## config.mk

```make
export PLATFORM = sky130hd
export DESIGN_NAME = fb_scanout
export DESIGN_NICKNAME = d
export VERILOG_FILES = /design/src/rtl/fb_scanout.sv
export SDC_FILE = /design/constraint.sdc
export NUM_CORES = 1
export LEC_CHECK = 0
export CAP_MARGIN = 10
export CORE_MARGIN = 2
export CORE_UTILIZATION = 52
export CTS_BUF_LIST = sky130_fd_sc_hd__clkbuf_4
export CTS_CLUSTER_DIAMETER = 120
export DETAILED_ROUTE_END_ITERATION = 10
export HOLD_SLACK_MARGIN = 0.15
export PLACE_DENSITY = 0.83
export SYNTH_ARGS = -nofsm -noshare
export SYNTH_HDL_FRONTEND = slang
export SYNTH_SLANG_ARGS = --single-unit
```

## constraint.sdc

```tcl
create_clock -name clock -period 2.99 [get_ports clock]
set_input_delay 0.897 -clock clock [delete_from_list [all_inputs] [get_ports clock]]
set_output_delay 0.897 -clock clock [all_outputs]
set_load 0.02 [all_outputs]
```

## src/rtl/fb_scanout.sv

```systemverilog
// VGA scanout for a 320x240 RGB444 framebuffer, pixel-doubled to 640x480@60.
// Three-tick pipeline: address register, read-data capture, registered video outputs.
module fb_scanout #(
    parameter int unsigned H_ACTIVE = 640,
    parameter int unsigned H_FP     = 16,
    parameter int unsigned H_SYNC   = 96,
    parameter int unsigned H_BP     = 48,
    parameter int unsigned V_ACTIVE = 480,
    parameter int unsigned V_FP     = 10,
    parameter int unsigned V_SYNC   = 2,
    parameter int unsigned V_BP     = 33,
    parameter int unsigned FB_WIDTH = 320
) (
    input  logic        clock,
    input  logic        reset,
    input  logic        pix_ce,
    output logic        frame_buf_enb,
    output logic [16:0] frame_buf_addrb,
    input  logic [11:0] frame_buf_doutb,
    output logic        vga_hsync,
    output logic        vga_vsync,
    output logic [11:0] vga_rgb,
    output logic        frame_start
);

    localparam int unsigned H_TOTAL = H_ACTIVE + H_FP + H_SYNC + H_BP;
    localparam int unsigned V_TOTAL = V_ACTIVE + V_FP + V_SYNC + V_BP;
    localparam int unsigned HW      = $clog2(H_TOTAL);
    localparam int unsigned VW      = $clog2(V_TOTAL);

    localparam logic [HW-1:0] H_ONE  = HW'(1);
    localparam logic [HW-1:0] H_LAST = HW'(H_TOTAL - 1);
    localparam logic [HW-1:0] H_ACT  = HW'(H_ACTIVE);
    localparam logic [HW-1:0] H_SS   = HW'(H_ACTIVE + H_FP);
    localparam logic [HW-1:0] H_SE   = HW'(H_ACTIVE + H_FP + H_SYNC);
    localparam logic [VW-1:0] V_ONE  = VW'(1);
    localparam logic [VW-1:0] V_LAST = VW'(V_TOTAL - 1);
    localparam logic [VW-1:0] V_ACT  = VW'(V_ACTIVE);
    localparam logic [VW-1:0] V_SS   = VW'(V_ACTIVE + V_FP);
    localparam logic [VW-1:0] V_SE   = VW'(V_ACTIVE + V_FP + V_SYNC);
    localparam logic [16:0]   ROW_STEP = 17'(FB_WIDTH);

    logic [HW-1:0] h_cnt;
    logic [VW-1:0] v_cnt;
    logic [16:0]   row_base;

    logic h_last;
    logic v_last;
    logic active;
    logic hs_n;
    logic vs_n;

    logic        hs_s1;
    logic        vs_s1;
    logic        act_s2;
    logic        hs_s2;
    logic        vs_s2;
    logic [11:0] pix_s2;

    always_comb begin
        h_last = (h_cnt == H_LAST);
        v_last = (v_cnt == V_LAST);
        active = (h_cnt < H_ACT) && (v_cnt < V_ACT);
        hs_n   = !((h_cnt >= H_SS) && (h_cnt < H_SE));
        vs_n   = !((v_cnt >= V_SS) && (v_cnt < V_SE));
    end

    // row_base tracks FB_WIDTH*(v_cnt>>1) incrementally: bump after each odd line.
    always_ff @(posedge clock or posedge reset) begin
        if (reset) begin
            h_cnt    <= '0;
            v_cnt    <= '0;
            row_base <= '0;
        end else if (pix_ce) begin
            if (h_last) begin
                h_cnt <= '0;
                if (v_last) begin
                    v_cnt    <= '0;
                    row_base <= '0;
                end else begin
                    v_cnt <= v_cnt + V_ONE;
                    if (v_cnt[0]) begin
                        row_base <= row_base + ROW_STEP;
                    end
                end
            end else begin
                h_cnt <= h_cnt + H_ONE;
            end
        end
    end

    always_ff @(posedge clock or posedge reset) begin
        if (reset) begin
            frame_start <= 1'b0;
        end else begin
            frame_start <= pix_ce && h_last && v_last;
        end
    end

    always_ff @(posedge clock or posedge reset) begin
        if (reset) begin
            frame_buf_enb   <= 1'b0;
            frame_buf_addrb <= '0;
            hs_s1           <= 1'b1;
            vs_s1           <= 1'b1;
            act_s2          <= 1'b0;
            hs_s2           <= 1'b1;
            vs_s2           <= 1'b1;
            pix_s2          <= '0;
            vga_rgb         <= '0;
            vga_hsync       <= 1'b1;
            vga_vsync       <= 1'b1;
        end else if (pix_ce) begin
            frame_buf_enb <= active;
            hs_s1         <= hs_n;
            vs_s1         <= vs_n;
            if (active) begin
                frame_buf_addrb <= row_base + 17'(h_cnt >> 1);
            end
            act_s2    <= frame_buf_enb;
            hs_s2     <= hs_s1;
            vs_s2     <= vs_s1;
            pix_s2    <= frame_buf_doutb;
            vga_rgb   <= act_s2 ? pix_s2 : '0;
            vga_hsync <= hs_s2;
            vga_vsync <= vs_s2;
        end
    end

endmodule

```

==> results by group <==
Run status
  • Outcome: finished, final reports clean

Yosys
  • Register area share after synthesis: 54.8%
  • Synthesis warning total: 0
  • Async S/R FF share, synth: 100%
  • #FFs+latches synth: 81
  • Post-synthesis cell count: 354
  • Dominant synthesized flop cell: dfrtp_1
  • Largest family of logic cells by synthesized area: simple AND/OR/NAND/NOR gates
  • Adder-Cell Fraction of Synth Area: 2.69%
  • Simple-Gate Fraction of Synth Area: 14.9%
  • Synth Area per Inst: 10.5 um^2
  • Yosys top cell area share: 50.5%
  • Mux share of post-synthesis cell area: 6.97%
  • Synth area leaders: dfrtp_1, mux2_2, o21ai_0
  • Netlist Area Pre-Place: 3710 um^2
  • EDFF count, synth: 0
  • Syn_nets: 377
  • Post-Synth XOR/XNOR Area: 4.48%
  • Yosys cell types: 41
  • Dominant cell type by area after synthesis: dfrtp_1
  • Synth Area in Compound Gates: 12.0%

Setup path
  • Critical Path, Cell by Cell: clkdlybuf4s50_1
  • Crit Path Class: flop to output pin
  • CP bufs+invs: 1
  • CP Capture Type: output pin
  • Crit path required time: 2.09 ns
  • WP data arrival: 1.57 ns
  • Delay-heaviest family, CP: buffers and inverters
  • Slowest cell on crit path: clkdlybuf4s50_1
  • Crit path max fanout: 2
  • Nature of the critical path startpoint: flop
  • CP peak stage delay: 0.60 ns

Detailed routing
  • DR iter-0 viols: 177
  • Final wirelength: 7310 um
  • Routed wire per std cell: 14.7 um
  • Drt pass-1 iters: 4
  • Met3 Routed Length: 269 um
  • Top sig layer: met4
  • DR vias/cell: 5.52
  • DR vias: 2,751
  • Remaining antenna violation count: 0
  • Met2 WL post-DR: 3560 um
  • Met1 WL: 3360 um
  • Remaining DRCs: 0

Global route
  • Vias in the first global route: 2,606
  • Number of antenna violations at the first check in global routing: 0
  • First-pass GRT wire length: 12,400 um
  • Gr usage total: 20.5%
  • Global route overflow: 0
  • Largest net degree at the start of global routing: 50

Clocking
  • Post-CTS Setup Bufs: 0
  • CTS sink count: 81
  • TritonCTS Buffers: 9
  • Root Driver: clkbuf_4
  • CTS Hold Bufs: 0
  • Clock buffer depth: 2
  • Post-CTS sizing: 0
  • CTS tree: built
  • Skew-Pair Late Insertion Delay: 0.43 ns
  • H-tree depth: 3
  • Clk slew on worst S/H paths: 0.14 ns

STA
  • Final setup vio count: 0
  • RSZ-0062 raised after global routing: no
  • Fmax: 405 MHz
  • Post-layout min period: 2.47 ns
  • Max_slew headroom: 61.1%
  • Count of final max-slew check failures: 0
  • Worst clock skew: 0.0199 ns
  • Worst-Margin Slew: 0.579 ns
  • TNS Setup: 0 ns
  • Hold Vio Cnt, Final: 0
  • Worst Hold Slack: 0.493 ns
  • Final Cycle Share: 82.7%

Power and ir drop
  • Max rail drop VDD: 0.223 mV
  • LEAKAGE: 0.00184 uW
  • Clock power frac: 29.9%
  • Power density cells: 545 nW/um^2
  • Combinational group share of total power: 16.4%
  • Sw Pwr: 668 uW
  • Switching share of power: 27.7%
  • Sequential Power Share: 53.7%
  • Pint: 1750 uW

Floorplan
  • DIE AREA: 7840 um^2
  • Core area: 6870 um^2
  • I/O pin count: 48
  • Initial Util: 54.1%
  • Cell Rows: 30
  • Die Height: 88.5 um
  • Die width: 88.5 um

Place
  • # port buffers: 47
  • Placed instance area: 4270 um^2
  • Hpwl dp: 5050 um
  • GPL Wtd Cong: 0.851

Finish
  • Layout overhead on the synthesized area: 19.3%
  • Layout cells sized above 1: 14.4%
  • Nets: 420
  • Number of fill cells in the layout: 537
  • Antenna fix cells: 0
  • Cell area after layout: 4430 um^2

Worst hold path
  • Min-delay worst type: flop to flop

Run
  • MaxCap Viol Count: 0
## placed cells by master (no fill, tap or decap), drive strengths merged
cell type      Yosys  routed
a211oi             2       2
a21o               1       1
a21oi              4       4
a31oi              4       4
a32o               1       1
a41oi              2       2
and2               2       2
and3               4       4
and4bb             1       1
buf                5       5
bufinv             0       2
clkbuf            15      10
clkdlybuf4s50      0      47
clkinv             0       3
clkinvlp           0       2
dfrtp             75      75
dfstp              6       6
ha                 8       8
inv               19      18
mux2              23      23
nand2             47      47
nand2b             2       2
nand3             13      13
nand4              8       8
nand4b             2       2
nand4bb            1       1
nor2              12      12
nor2b              1       1
nor3               7       7
nor4               3       3
o211ai             1       1
o21a               1       1
o21ai             52      52
o311ai             1       1
o31ai              9       9
or2                1       1
or4                2       2
xnor2              8       8
xor2              11      11
## metal layers
metal,track usage (%),vias up
li1,-,1321
met4,7.30,0
met3,5.13,10
met1,28.4,1357
met5,0,-
met2,31.5,63
## synthesized netlist by cell type, types with 2 or more instances
cell,n
a211oi_1,2
a21oi_1,4
a31oi_1,4
a41oi_1,2
and2_1,2
and3_1,4
buf_1,4
clkbuf_1,15
dfrtp_1,75
dfstp_2,6
ha_1,8
inv_1,19
mux2_2,23
nand2_1,47
nand2b_1,2
nand3_1,12
nand4_1,8
nand4b_1,2
nor2_1,11
nor3_1,5
nor3_2,2
nor4_1,3
o21ai_0,50
o21ai_1,2
o31ai_1,9
xnor2_1,8
xor2_1,11
## path summary, 6_finish.rpt
path,start,to,slack (ns),cells past startpoint
max reg2reg,h_cnt[0]$_DFFE_PP0P_,v_cnt[8]$_DFFE_PP0P_,0.82,6
min,pix_s2[6]$_DFFE_PP0P_,vga_rgb[6]$_DFFE_PP0P_,0.49,2
max,vga_vsync$_DFFE_PP1P_,vga_vsync,0.52,1
min reg2reg,pix_s2[6]$_DFFE_PP0P_,vga_rgb[6]$_DFFE_PP0P_,0.49,2
min in group asynchronous,reset,frame_buf_addrb[8]$_DFFE_PP0P_,0.77,2
max in group asynchronous,reset,v_cnt[2]$_DFFE_PP0P_,1.58,3
## power groups by stage
stage	clock network, uW	logic [uW]	registers (uW)
6_report	721	397	1300
5_1_grt	785	437	1310
4_1_cts	733	403	1300
3_5_place_dp	0	401	1320
3_3_place_gp	0	388	1310
2_1_floorplan	0	187	1360
## area by class of cell
class | instances | area [um^2] | share of cell area [%]
repair buffers | 52 | 520 | 11.7
flip-flops and latches | 81 | 2030 | 45.9
clock buffers | 10 | 75.1 | 1.69
inverters | 19 | 72.6 | 1.64
multi-input cells | 234 | 1530 | 34.4
clock inverters | 6 | 83.8 | 1.89
well taps | 96 | 120 | 2.71
## cells by family after synthesis
logic type	count (synthesis)
simple gates	106
compound gates	78
mux	23
flops	81
buf+inv	39
xor+xnor	19
fa+ha+maj	8
## per-stage QoR
stage / utilization, % / total power [uW] / instances / setup slack [ns]
after floorplan: - / 1540 / 354 / 0.0228
after global placement: 62.2 / 1700 / 482 / 0.173
after detailed placement: 62.2 / 1720 / 482 / 0.121
after CTS: 64.5 / 2430 / 498 / 0.497
after global routing: 64.5 / 2530 / 498 / 0.448
final: 64.5 / 2410 / 498 / 0.518
## state kept, by name, summed over array words and instances (netlist names), 10 cells and up
name and flops:
frame_buf_addrb 17, row_base 11, v_cnt 10, pix_s2 12
h_cnt 10, vga_rgb 12
(Power assumes the default switching activity.)
